`src/rtl/rnf_txrsp.sv`:
```
// RN-F CHI RSP link-layer transmitter: credit-gated two-stage flit pipeline
// with LCrdReturn generation to hand back all held L-credits on deactivation.

package rnf_txrsp_pkg;

  typedef struct packed {
    logic [3:0] qos;
    logic [6:0] tgt_id;
    logic [6:0] src_id;
    logic [7:0] txn_id;
    logic [3:0] opcode;
    logic [1:0] resp_err;
    logic [2:0] resp;
    logic [2:0] fwd_state;
    logic [7:0] dbid;
    logic [3:0] pcrd_type;
    logic       trace_tag;
  } rspflit_t;

  localparam logic [3:0] RSP_LCRDRETURN = 4'h0;

  typedef enum logic [1:0] {
    ST_RUN   = 2'd0,
    ST_DRAIN = 2'd1,
    ST_STOP  = 2'd2
  } state_t;

endpackage

module rnf_txrsp
  import rnf_txrsp_pkg::*;
#(
  parameter int         MAX_CREDITS  = 4,
  parameter logic [6:0] RETURN_TGTID = 7'h00,
  parameter int         CW           = $clog2(MAX_CREDITS + 1)
) (
  input  logic                  clock,
  input  logic                  reset,
  input  logic [$bits(rspflit_t)-1:0] txrsp_flit,
  input  logic                  txrsp_flit_valid,
  output logic                  txrsp_flit_ready,
  input  logic                  txrsp_deact_req,
  output logic                  txrsp_deact_done,
  output logic [$bits(rspflit_t)-1:0] TXRSPFLIT,
  output logic                  TXRSPFLITV,
  output logic                  TXRSPFLITPEND,
  input  logic                  TXRSPLCRDV,
  output logic [CW-1:0]         credit_count,
  output logic                  credit_overflow
);

  localparam logic [CW-1:0] MAX_CNT = CW'(MAX_CREDITS);
  localparam logic [CW-1:0] ONE_CNT = CW'(1);

  state_t        state, state_next;
  logic [CW-1:0] count_q, count_next;
  logic          overflow_q, overflow_set;
  logic          done_q;

  logic          pend_valid, out_valid;
  rspflit_t      pend_flit, out_flit;

  logic          have_credit;
  logic          send;
  rspflit_t      lcrd_flit;
  rspflit_t      send_flit;

  assign have_credit = (count_q != '0);

  // A send needs a held credit and a source: upstream in RUN, a generated
  // LCrdReturn in DRAIN. STOP never sends, even if credits trickle in.
  always_comb begin
    lcrd_flit        = '0;
    lcrd_flit.opcode = RSP_LCRDRETURN;
    lcrd_flit.tgt_id = RETURN_TGTID;
  end

  always_comb begin
    // NOTE: every signal driven from always_comb gets a default first, so no
    // path through the block can leave it unassigned and infer a latch.
    send      = 1'b0;
    send_flit = rspflit_t'(txrsp_flit);
    case (state)
      ST_RUN:   send = have_credit & txrsp_flit_valid;
      ST_DRAIN: begin
        send      = have_credit;
        send_flit = lcrd_flit;
      end
      default:  send = 1'b0;
    endcase
  end

  // Credit arithmetic: next = count - send + grant, saturating at MAX.
  always_comb begin
    count_next   = count_q;
    overflow_set = 1'b0;
    case ({send, TXRSPLCRDV})
      2'b10: count_next = count_q - ONE_CNT;
      2'b01: begin
        if (count_q == MAX_CNT) overflow_set = 1'b1;
        else                    count_next   = count_q + ONE_CNT;
      end
      default: count_next = count_q;
    endcase
  end

  // State register
  always_ff @(posedge clock or negedge reset) begin
    // NOTE: sequential state uses non-blocking assignments so every flop
    // samples pre-edge values regardless of statement order.
    if (!reset) state <= ST_RUN;
    else        state <= state_next;
  end

  // Next-state logic. DRAIN also waits out a same-cycle grant so that no
  // credit is stranded when the link goes quiescent.
  always_comb begin
    state_next = state;
    case (state)
      ST_RUN: begin
        if (txrsp_deact_req) state_next = ST_DRAIN;
      end
      ST_DRAIN: begin
        if (!have_credit && !TXRSPLCRDV && !pend_valid && !out_valid)
          state_next = ST_STOP;
      end
      ST_STOP: begin
        if (!txrsp_deact_req) state_next = ST_RUN;
      end
      default: state_next = ST_RUN;
    endcase
  end

  // Output logic
  always_comb begin
    txrsp_flit_ready = (state == ST_RUN) & have_credit;
    txrsp_deact_done = done_q;
    credit_count     = count_q;
    credit_overflow  = overflow_q;
    TXRSPFLITPEND    = pend_valid;
    TXRSPFLITV       = out_valid;
    TXRSPFLIT        = out_flit;
  end

  always_ff @(posedge clock or negedge reset) begin
    if (!reset) begin
      count_q    <= '0;
      overflow_q <= 1'b0;
      done_q     <= 1'b0;
    end else begin
      count_q    <= count_next;
      overflow_q <= overflow_q | overflow_set;
      done_q     <= (state_next == ST_STOP);
    end
  end

  // Pend stage feeds the output stage one cycle later; the output flit is
  // only reloaded when a flit advances, so it holds while FLITV is low.
  always_ff @(posedge clock or negedge reset) begin
    // NOTE: the flit payload registers are reset too because TXRSPFLIT is a
    // visible output with a defined value out of reset.
    if (!reset) begin
      pend_valid <= 1'b0;
      pend_flit  <= '0;
      out_valid  <= 1'b0;
      out_flit   <= '0;
    end else begin
      pend_valid <= send;
      if (send) pend_flit <= send_flit;
      out_valid  <= pend_valid;
      if (pend_valid) out_flit <= pend_flit;
    end
  end

endmodule
```
`config.mk`:
```
export PLATFORM = sky130hd
export DESIGN_NAME = rnf_txrsp
export DESIGN_NICKNAME = d
export VERILOG_FILES = /design/src/rtl/rnf_txrsp.sv
export SDC_FILE = /design/constraint.sdc
export NUM_CORES = 1
export LEC_CHECK = 0
export ABC_AREA = 1
export CAP_MARGIN = 40
export CORE_MARGIN = 1
export CORE_UTILIZATION = 44
export CTS_CLUSTER_DIAMETER = 120
export DETAILED_ROUTE_END_ITERATION = 7
export GPL_ROUTABILITY_DRIVEN = 1
export HOLD_SLACK_MARGIN = 0.03
export PLACE_DENSITY = 0.85
export SLEW_MARGIN = 20
export SYNTH_ARGS = -nofsm -noshare
export SYNTH_HDL_FRONTEND = slang
export SYNTH_SLANG_ARGS = --single-unit
export TNS_END_PERCENT = 50
```
`constraint.sdc`:
```
create_clock -name clock -period 1.9 [get_ports clock]
set_clock_uncertainty 0.1 [all_clocks]
set_input_delay 0.38 -clock clock [delete_from_list [all_inputs] [get_ports clock]]
set_output_delay 0.38 -clock clock [all_outputs]
set_load 0.03 [all_outputs]
```
**Yosys cells after proc, flatten, opt, wreduce, memory -nomap -nowiden**

Cells that the tools add are included.

- Flip-flop bits (word level): 111
- Latch bits: 0
- RAM bits: 0
- ROM bits: 0
- Input bits: 56
- Output and inout bits: 59
- Logic and storage cells: 61
- Memories: 0

- Add/sub/neg operators: 2
- Multipliers: 0
- Divide/modulo/power cells: 0
- Magnitude comparators: 0
- Equal/unequal tests: 7
- Shift operators: 0
- Mux-type cells: 10
- Bitwise gates (word level): 3
- Reduce and logical (&&, ||, !) cells: 11

Operators with widths:

| operator | number |
|---|---|
| 51-bit 2-to-1 mux | 1 |
| 2-bit equality test, second input constant | 3 |
| 2-bit 2-to-1 mux | 3 |
| 2-bit case mux with 3 select lines | 1 |
| 3-bit case mux with 2 select lines | 1 |
| 2-bit by 1-bit equality test with 1-bit output, second input constant | 2 |
| 1-bit zero test | 4 |
| 3-bit by 1-bit adder with 3-bit output, second input constant | 1 |
| 3-bit equality test, second input constant | 1 |
| 1-bit logical AND | 3 |
| 3-bit 2-to-1 mux | 1 |
| 3-bit nonzero test | 1 |
| 3-bit by 1-bit subtractor with 3-bit output, second input constant | 1 |
| 1-bit AND | 2 |
| 2-bit zero test | 1 |
| 1-bit 2-to-1 mux | 2 |
| 2-bit inequality test, second input constant | 1 |
| 1-bit case mux with 2 select lines | 1 |
| 2-bit AND reduction | 1 |
| 2-bit nonzero test | 1 |
| 1-bit bitwise OR | 1 |

**Depth between registers and ports, before layout**

- Word-level depth: 8
- Mapped depth: 10
- Gate-level depth less buffers: 9

**Worst setup path after synthesis**

No wires, ideal clock.

- Kind: register to output
- From: register count_q[0] (netlist: credit_count[0])
- To: output port txrsp_flit_ready
- Arrival time: 1.506 ns
- Required time: 1.420 ns
- Slack: -0.086 ns
- Stages on the path, launching flop included: 5
- Path buffers: 0
- Cells stage by stage: dfrtp_1 > inv_1 > nand3_2 > inv_1 > nor3_1

- Cells in the longest elaborated chain, start to end: 2

Ends and longest elaborated chain:

| element | line | source |
|---|---|---|
| start: declaration | 56 | `logic [CW-1:0] count_q, count_next;` |
| start signal: assignment | 151 | `count_q <= count_next;` |
| 3-bit nonzero test | 68 | `assign have_credit = (count_q != '0);` |
| 1-bit AND | 136 | `txrsp_flit_ready = (state == ST_RUN) & have_credit;` |
| end: declaration | 41 | `output logic txrsp_flit_ready,` |

Every way passes these cells.

**Worst setup path after layout**

Ends and elaborated chain as after synthesis.

==> reports/qor.yml <==
grt:
  groute.usage.overall: 0.201
  grt_pass1_vias: 3385
  grt_pass1_wl_um: 16100
  grt_overflow: 0
  antenna_found_initial: 0
  grt_max_degree: 48
power_and_ir_drop:
  p_leak_nw: 3.14
  power_density_nw_per_um2: 1630
  swShare: 0.425
  p_clk_frac: 0.148
  seq_power_share: 0.374
  combPwrFrac: 0.478
  power.internal_mw: 5.69
  peakVddDrop_mv: 0.699
  switchingPower_mw: 4.21
clock_tree:
  h-tree-depth: 3
  clk_latency_ps: 360
  clockRootBuffer: "clkbuf_8"
  cts.path.max_buffers: 2
  path_clk_slew_ps: 100
  cts_tree: "yes"
  cts_made_buffers: 9
  clock-sinks: 111
sta:
  holdWs_ps: 375
  period_share: 0.968
  setup_viol: 0
  maxSlewViolCount: 0
  fmax_mhz: 544
  finalWorstPathRequiredPeriod_ps: 1840
  relSlewSlack: 0.675
  rsz0062_at_grt: "true"
  worst_slew_pin_slew_ps: 488
  fin_tns_setup_ps: 0
  finalHoldViolCount: 0
worst_setup_path:
  cp.required_ps: 1420
  r2r-end: "credit_count[2]"
  end_kind: "primary output"
  r2r-start: "credit_count[0]"
  start_kind: "register"
  cp_max_fo: 4
  worstPathArrival_ps: 1360
  critPathKind: "reg -> out"
  r2r_cells: 8
  rrSetupSlack_ps: 80
yosys:
  synth_edf_count: 0
  ys_types: 29
  ys_warn_count: 0
  netlist.area_leader.share: 0.619
  synth.area.top_cells: "dfrtp_1, mux2_2, nand3_2"
  syn_area_per_cell_um2: 11.0
  ys_ff_latch: 111
  yosysTopAreaCell: "dfrtp_1"
  syn_inst: 410
  synthFlopType: "dfrtp_1"
  synth_fp_nets: 467
  synth_async_sr_flop_share: 1.00
  syn_area_um2: 4490
  yosysSeqAreaShare: 0.619
drt:
  drt_iter0_markers: 115
  wl_um: 9960
  met2RoutedLength_um: 5150
  wl_met1_um: 4100
  avgRoutedWirePerCell_um: 15.0
  maxUsedRoutingLayer: "met4"
  via_per_inst: 4.98
  route.met3.wl_um: 423
  ant_nets: 0
  remaining_drc_errors: 0
  num_vias: 3304
  first_pass_iters: 4
cells_and_area:
  final_nets: 584
  area_growth_pct: 34.9
  fin_cells: 664
  drive_gt1_frac: 0.179
  fillerInstances: 845
  num_antenna_cells: 0
floorplan:
  dieWidth_um: 103
  core_area_um2: 9820
  die_y_um: 103
  die_area_um2: 10600
  io_pins: 115
  fp-row-count: 36
  start_util: 0.457
placement:
  hpwl_um: 6960
  dp_cells: 647
  place.gp.congestion: 0.796
  numPortBuffers: 114
outcome:
  status: "complete, no violations"
flow_run:
  cap_violations: 0
worst_hold_path:
  hp-class: "in -> async"
[registers in the layout, summed over array words and instances (netlist names)]
name and flops:
credit_count 3, state 2, pend_flit 51, credit_overflow 1, txrsp_deact_done 1, TXRSPFLITPEND 1, TXRSPFLIT 51, TXRSPFLITV 1
[cell usage in the layout, fill, tap and decap left out, drive strengths merged, types with 2 or more instances in the layout]
cell / synthesis / routed
dfrtp: 111 / 111
clkdlybuf4s50: 0 / 55
o21ai: 54 / 54
nand2: 46 / 46
inv: 40 / 40
nand3: 40 / 40
nor2: 35 / 35
a21oi: 33 / 33
dlygate4sd2: 0 / 29
dlymetal6s2s: 0 / 27
buf: 23 / 19
mux2: 18 / 18
clkbuf: 2 / 13
nand3b: 2 / 2
nor3: 2 / 2
[power groups by stage]
stage,registers [mW],clock network (mW),logic (mW)
final,3.70,1.47,4.73
after global placement,3.71,0,4.79
after CTS,3.72,1.50,4.78
after global routing,3.80,1.60,5.17
after floorplan,4.61,0,2.34
after detailed placement,3.77,0,4.94
[kinds of logic after synthesis]
| family | after synthesis | synth area share |
|---|---|---|
| AND/OR/NAND/NOR | 126 | 0.145 |
| flip-flops | 111 | 0.619 |
| multiplexers | 18 | 0.0451 |
| AO/OA/AOI/OAI | 88 | 0.112 |
| XOR/XNOR | 1 | 0.00195 |
| buffers and inverters | 65 | 0.0730 |
| adder cells (fa/ha/maj) | 1 | 0.00446 |
[per-layer routing]
layer / track usage / vias to the layer above
met4: 0.104 / 0
met1: 0.239 / 1622
li1: - / 1573
met2: 0.348 / 89
met3: 0.0386 / 20
met5: 0 / -
[how the worst max path moves through the flow]
stage,start,end,slack [ps]
2_1_floorplan,credit_count[0],credit_count[2],-70
3_3_place_gp,txrsp_flit_valid,credit_count[2],-160
3_5_place_dp,txrsp_flit_valid,credit_count[2],-230
4_1_cts,TXRSPFLIT[26],TXRSPFLIT[26],0.2
5_1_grt,credit_count[0],txrsp_flit_ready,-9
6_report,credit_count[0],txrsp_flit_ready,60
[area by class of cell]
type	instances	area [um^2]	share of cell area
clock buffers	13	169	0.0279
clock inverters	2	38.8	0.00640
inverters	40	153	0.0252
multi-input cells	234	1390	0.229
flip-flops and latches	111	2780	0.459
well taps	133	166	0.0275
repair buffers	131	1360	0.225
[stage by stage]
step	util	setup slack, ps	instance area (um^2)	total power [mW]
6_report	0.617	61.6	6060	9.90
4_1_cts	0.609	0.231	5980	10.0
2_1_floorplan	-	-68.2	4500	6.95
3_3_place_gp	0.590	-159	5800	8.50
5_1_grt	0.617	-9.03	6060	10.6
3_5_place_dp	0.590	-233	5800	8.71
[cells in the mapped netlist, drive strengths merged (2+ instances only)]
cell type  count
buf           23
clkbuf         2
nand3         40
nand3b         2
dfrtp        111
a21oi         33
mux2          18
inv           40
nor3           2
o21ai         54
nand2         46
nor2          35
[timing repair]
item	4_1_cts	5_1_grt
hold buffers	1	0
setup endpoints to repair	30	29
setup buffers	0	1
endpoints found under the hold margin	26	0
resized for setup	30	29
[critical path: stages (launching register included)]
cell and delay [ps]:
dfrtp_2 460, inv_1 100, nand3_2 130, inv_2 100, nor3_2 40, buf_4 170
(Power assumes the default switching activity.)
